[src/rtl/fb_write_scheduler.sv]
// fb_write_scheduler: arbitrates host writes and a whole-RAM fill onto one registered write port.
// Define FB_ROUND_ROBIN_EN to alternate host and fill grants during a fill; otherwise fill has strict priority.
module fb_write_scheduler #(
  parameter int ADDR_WIDTH = 10,
  parameter int DATA_WIDTH = 8
) (
  input  logic                  clk,
  input  logic                  reset,
  input  logic                  host_valid,
  output logic                  host_ready,
  input  logic [ADDR_WIDTH-1:0] host_addr,
  input  logic [DATA_WIDTH-1:0] host_data,
  input  logic                  clear_start,
  input  logic [DATA_WIDTH-1:0] clear_value,
  output logic                  clear_busy,
  output logic                  clear_done,
  output logic [ADDR_WIDTH-1:0] ram_write_addr,
  output logic [DATA_WIDTH-1:0] ram_write_data,
  output logic                  ram_write_en
);
  typedef enum logic [1:0] {S_IDLE, S_FILL, S_DONE} state_t;
  localparam logic [ADDR_WIDTH-1:0] LAST = '1;
  state_t                r_state, w_state_nxt;
  logic [ADDR_WIDTH-1:0] r_cnt, w_cnt_nxt, r_addr;
  logic [DATA_WIDTH-1:0] r_val, w_val_nxt, r_data;
  logic                  r_we, w_host_gnt, w_fill_gnt;
`ifdef FB_ROUND_ROBIN_EN
  logic r_last_fill;
  // host may only contend during a fill when the previous grant went to the fill side
  assign host_ready = (r_state != S_FILL) || r_last_fill;
  always_ff @(posedge clk)
    if (reset) r_last_fill <= 1'b0;
    else if (w_host_gnt) r_last_fill <= 1'b0;
    else if (w_fill_gnt) r_last_fill <= 1'b1;
`else
  assign host_ready = (r_state == S_IDLE);
`endif
  assign w_host_gnt     = host_valid && host_ready;
  assign w_fill_gnt     = (r_state == S_FILL) && !w_host_gnt;
  assign clear_busy     = (r_state != S_IDLE);
  assign clear_done     = (r_state == S_DONE);
  assign ram_write_addr = r_addr;
  assign ram_write_data = r_data;
  assign ram_write_en   = r_we;
  always_comb begin
    w_state_nxt = r_state;
    w_cnt_nxt   = r_cnt;
    w_val_nxt   = r_val;
    if (r_state == S_IDLE && clear_start) begin
      w_state_nxt = S_FILL;
      w_cnt_nxt   = '0;
      w_val_nxt   = clear_value;
    end else if (w_fill_gnt) begin
      w_cnt_nxt   = (r_cnt == LAST) ? r_cnt : r_cnt + 1'b1;
      w_state_nxt = (r_cnt == LAST) ? S_DONE : S_FILL;
    end else if (r_state == S_DONE) begin
      w_state_nxt = S_IDLE;
    end
  end
  always_ff @(posedge clk) begin
    if (reset) begin
      r_state <= S_IDLE;
      r_cnt   <= '0;
      r_val   <= '0;
      r_we    <= 1'b0;
      r_addr  <= '0;
      r_data  <= '0;
    end else begin
      r_state <= w_state_nxt;
      r_cnt   <= w_cnt_nxt;
      r_val   <= w_val_nxt;
      r_we    <= w_host_gnt || w_fill_gnt;
      if (w_host_gnt) begin
        r_addr <= host_addr;
        r_data <= host_data;
      end else if (w_fill_gnt) begin
        r_addr <= r_cnt;
        r_data <= r_val;
      end
    end
  end
endmodule

[config.mk]
export PLATFORM = sky130hd
export DESIGN_NAME = fb_write_scheduler
export DESIGN_NICKNAME = d
export VERILOG_FILES = /design/src/rtl/fb_write_scheduler.sv
export SDC_FILE = /design/constraint.sdc
export NUM_CORES = 1
export LEC_CHECK = 0
export CAP_MARGIN = 40
export CORE_MARGIN = 8
export CORE_UTILIZATION = 44
export CTS_CLUSTER_SIZE = 25
export DETAILED_ROUTE_END_ITERATION = 7
export GPL_TIMING_DRIVEN = 0
export PLACE_DENSITY = 0.81
export REMOVE_ABC_BUFFERS = 1
export SLEW_MARGIN = 20
export SYNTH_ARGS = -nofsm -noshare
export SYNTH_HDL_FRONTEND = slang
export SYNTH_SLANG_ARGS = --single-unit
[constraint.sdc]
create_clock -name clk -period 4.8 [get_ports clk]
set_input_delay 0.96 -clock clk [delete_from_list [all_inputs] [get_ports clk]]
set_output_delay 0.96 -clock clk [all_outputs]
set_load 0.01 [all_outputs]
## Word-level counts from Yosys, hierarchy flattened

Cells that the tools add are included.

| word-level totals | value |
|---|---|
| register bits | 39 |
| memories | 0 |
| ROM bits | 0 |
| latch bits | 0 |
| memory bits (writable) | 0 |
| bits of input ports | 30 |
| logic and storage cells | 32 |
| output and inout port bits | 22 |

| operators by class | value |
|---|---|
| divide/modulo/power cells | 0 |
| muxes and demuxes | 8 |
| reduce and logical (&&, ||, !) cells | 12 |
| equality and inequality tests | 3 |
| $lt $le $gt $ge | 0 |
| shift-type cells | 0 |
| bitwise operators | 1 |
| $add $sub $neg | 1 |
| $mul | 0 |

Operator list:

| operator | count |
|---|---|
| $mux 10 | 2 |
| $mux 8 | 2 |
| $add 10x1->10 const B | 1 |
| $eq 10x10->1 const B | 1 |
| $mux 2 | 3 |
| $reduce_bool 2->1 | 3 |
| $logic_and 1x1->1 | 3 |
| $reduce_bool 3->1 | 1 |
| $eq 2x1->1 const B | 1 |
| $eq 2x2->1 const B | 1 |
| $logic_not 2->1 | 1 |
| $reduce_and 2->1 | 1 |
| $reduce_or 2->1 | 1 |
| $logic_not 1->1 | 1 |
| $logic_or 1x1->1 | 1 |
| $mux 1 | 1 |
| $not 1->1 | 1 |

## Logic depth before layout (Yosys ltp)

| depth | value |
|---|---|
| depth after elaboration | 6 |
| gate-level depth with buffers | 7 |
| depth with buffers taken out | 6 |

## Worst setup path before layout

OpenSTA, ideal clock, no wires.

| timing | value |
|---|---|
| kind | in2reg |
| start point | input port clear_start |
| end point | register r_cnt[5] |
| buffers on the path | 1 |
| data required time | 4699 ps |
| setup time | 101 ps |
| data arrival time | 1776 ps |
| path slack | 2923 ps |
| stages | 5 |
| cells stage by stage | and2_1 > clkbuf_1 > nor2_1 > nand2_1 > o41ai_1 |

| between the ends | value |
|---|---|
| word-level cells in the longest chain between the ends | 2 |

Ends and longest elaborated chain:

| element | RTL line | source |
|---|---|---|
| from (decl) | 13 | `input logic clear_start,` |
| $logic_and 1x1->1 | 49 | `if (r_state == S_IDLE && clear_start) begin` |
| $reduce_or 2->1 (no source line) | n/a |  |
| to (signal assigned) | 70 | `r_cnt <= w_cnt_nxt;` |
| to (decl) | 24 | `logic [ADDR_WIDTH-1:0] r_cnt, w_cnt_nxt, r_addr;` |

No other way between the ends.
A chain may end at the register's enable or synchronous reset.

## Final worst setup path

| timing | value |
|---|---|
| start point | register r_state[0] |
| end point | output port clear_busy |

| between the ends | value |
|---|---|
| word-level cells in the longest chain between the ends | 1 |

Ends and longest elaborated chain:

| element | RTL line | source |
|---|---|---|
| from (decl) | 23 | `state_t r_state, w_state_nxt;` |
| from (signal assigned) | 69 | `r_state <= w_state_nxt;` |
| $reduce_bool 2->1 | 40 | `assign clear_busy = (r_state != S_IDLE);` |
| to (decl) | 15 | `output logic clear_busy,` |

No other way between the ends.

==> metrics.yaml <==
die:
  std_cell_rows: 22
  die_w_um: 78.6
  initial_core_util_pct: 46.4
  ioPinCount: 52
  die_area_um2: 6180
  core_area_um2: 3720
  fp.dieH_um: 78.6
clock_tree:
  h-tree-depth: 2
  cts_resized: 0
  clock_latency_ns: 0.29
  cts_inserted_buffers: 5
  cts_num_sinks: 39
  cts_tree: "yes"
  clk_pin_slew_ns: 0.07
  postCtsSetupRepairBufs: 0
  cts_hold_buffers: 0
  clockBufferDepth: 2
  cts_root_buf: "clkbuf_8"
sta:
  relSlewSlack_pct: 54.1
  period_needed_ns: 2.53
  slew_viol_final: 0
  skew_ns: 0.00566
  setup_viol: 0
  fin_crit_sh_pct: 52.6
  hold_violations: 0
  fmax_mhz: 396
  worstMarginPinSlew_ns: 0.689
  fin_setup_tns_ns: 0
  rsz0062_at_grt: "false"
final_layout:
  drive_gt1_share_pct: 6.56
  nets: 277
  nFillCells: 332
  fin_util_pct: 64.0
  multi_input_area_um2: 873
  area_delta_synth_final_pct: 37.9
  register_area_um2: 781
  final_cell_area_um2: 2380
  diodes: 0
drt:
  drc: 0
  routed_via_density: 5.21
  num_vias: 1520
  dr.pass1.iters: 4
  drt-total-wl_um: 4120
  initialDrtViolationCount: 62
  ant_nets: 0
  post_drt_wl_per_cell_um: 14.1
worst_setup_path:
  cp_cell_sequence: "inv_1, ha_1, inv_1, clkdlybuf4s50_1"
  cp_top_family: "buffers and inverters"
  timing.critical_path.buf_inv: 3
  cp.required_ns: 3.84
  critical_path_arrival_ns: 1.57
  cpMostUsedCell: "inv_1"
  cp_slowest_stage_delay_ns: 0.53
  critPathLaunchType: "flop"
  critPathSlowestCell: "clkdlybuf4s50_1"
  cp_max_fo: 5
  path_class: "reg -> out"
  end_kind: "output port"
placed_design:
  port_buffers: 51
  place_area_um2: 2280
  dp_hpwl_um: 2910
  gp_congestion: 0.772
yosys:
  synth_area_per_cell_um2: 8.93
  syn_area_um2: 1720
  yosysWarnings: 0
  yosysUniqueCellTypes: 34
  synth-seq-area-share_pct: 45.3
  synth-seq-cells: 39
  synthCells: 193
power:
  powerDensity_nw_per_um2: 331
  power_uw: 786
  p_leak_uw: 0.000851
  ir_worst_vdd_uv: 181
job:
  maxCapViolations: 0
worst_hold_path:
  hold_class: "reg -> reg"
run_status:
  status: "complete, no violations"
global_routing:
  grt_pass1_vias: 1520
  grt_antenna_before_repair: 0
  grt_max_degree: 25
  grt_pass1_wl_um: 7040
  track_usage_pct: 13.8
  overflow: 0
[per-layer routing]
metal	GRT usage, %	vias to the layer above	wire length, um
met3	5.24	6	318
met5	0	-	0
met1	17.3	681	1950
li1	-	791	-
met2	20.9	42	1790
met4	5.56	0	62
[cells in the mapped netlist, drive strengths merged]
cell     number  area (um2)
a2111oi       2        17.5
a211oi       17         128
a21oi        12        60.1
a311oi        2        17.5
a31oi         2        12.5
and2          1        6.26
and4          1        10.0
buf           5        21.3
clkbuf        5        28.8
dfxtp        39         781
ha            4        50.1
inv           6        22.5
mux2i        17         170
nand2        25        96.4
nand2b        1        6.26
nand3         5        25.0
nand4         3        25.0
nor2         25        93.8
nor3          3        15.0
o21ai         3        15.0
o311ai        2        17.5
o31ai         1        7.51
o41ai         2        17.5
or2           1        6.26
or2b          1        11.3
or3           3        20.0
or4           1        7.51
xnor2         3        26.3
xor2          1        8.76
[registers in the layout (all words and copies together) (netlist names)]
| name | cells |
|---|---|
| r_cnt | 10 |
| r_state | 2 |
| r_val | 8 |
| ram_write_addr | 10 |
| ram_write_data | 8 |
| ram_write_en | 1 |
[worst reg2reg max path, stage by stage, from the launching register on]
cell     delay (ns)
dfxtp_1        0.33
inv_1          0.09
ha_2           0.64
inv_1          0.25
or4_1          0.57
or3_1          0.32
a21oi_1        0.14
[kinds of logic after synthesis]
logic type               synth area share, %
AO/OA/AOI/OAI                           17.0
XOR/XNOR                                2.03
adder cells (fa/ha/maj)                 2.90
buffers and inverters                   4.21
flip-flops                              45.3
multiplexers                            9.87
AND/OR/NAND/NOR                         18.7
[worst paths after layout]
path | startpoint | to | slack [ns] | depth (start not counted)
hold / removal | r_val[0]$_SDFFE_PP0P_ | r_val[0]$_SDFFE_PP0P_ | 0.46 | 2
hold reg to reg | r_val[0]$_SDFFE_PP0P_ | r_val[0]$_SDFFE_PP0P_ | 0.46 | 2
setup / recovery | r_state[0]$_SDFFE_PP0P_ | clear_busy | 2.27 | 4
setup reg to reg | r_state[1]$_SDFFE_PP0P_ | r_cnt[9]$_SDFFE_PP0P_ | 2.41 | 6
[power breakdown]
part | switching [uW] | internal [uW] | leakage, uW
logic | 85.2 | 96.3 | 0.000479
registers | 14.6 | 350 | 0.000320
clock network | 109 | 131 | 0.0000515
[metrics by stage]
step / hold slack (ns) / std cells / setup slack (ns)
after detailed placement: 0.451 / 284 / 2.14
after CTS: 0.461 / 292 / 2.25
after global routing: 0.490 / 292 / 2.17
final: 0.457 / 292 / 2.27
after floorplan: 0.430 / 183 / 2.42
after global placement: 0.443 / 282 / 1.78
[layout make-up]
cell class              instances  area share (%)
multi-input cells             138            36.7
flip-flops and latches         39            32.8
repair buffers                 53            22.7
clock buffers                   8            4.21
well taps                      48            2.53
inverters                       6           0.947
[cell usage in the layout (no fill, tap or decap), types with 3 or more instances in the layout]
master / count
dfxtp_1: 39
xnor2_1: 3
a21oi_1: 12
clkdlybuf4s50_1: 51
clkbuf_8: 7
mux2i_1: 17
inv_1: 6
o21ai_0: 3
a211oi_1: 17
ha_1: 3
nor3_1: 3
nand3_1: 5
nor2_1: 25
nand2_1: 24
No activity file was read; power rests on OpenSTA's default activity.
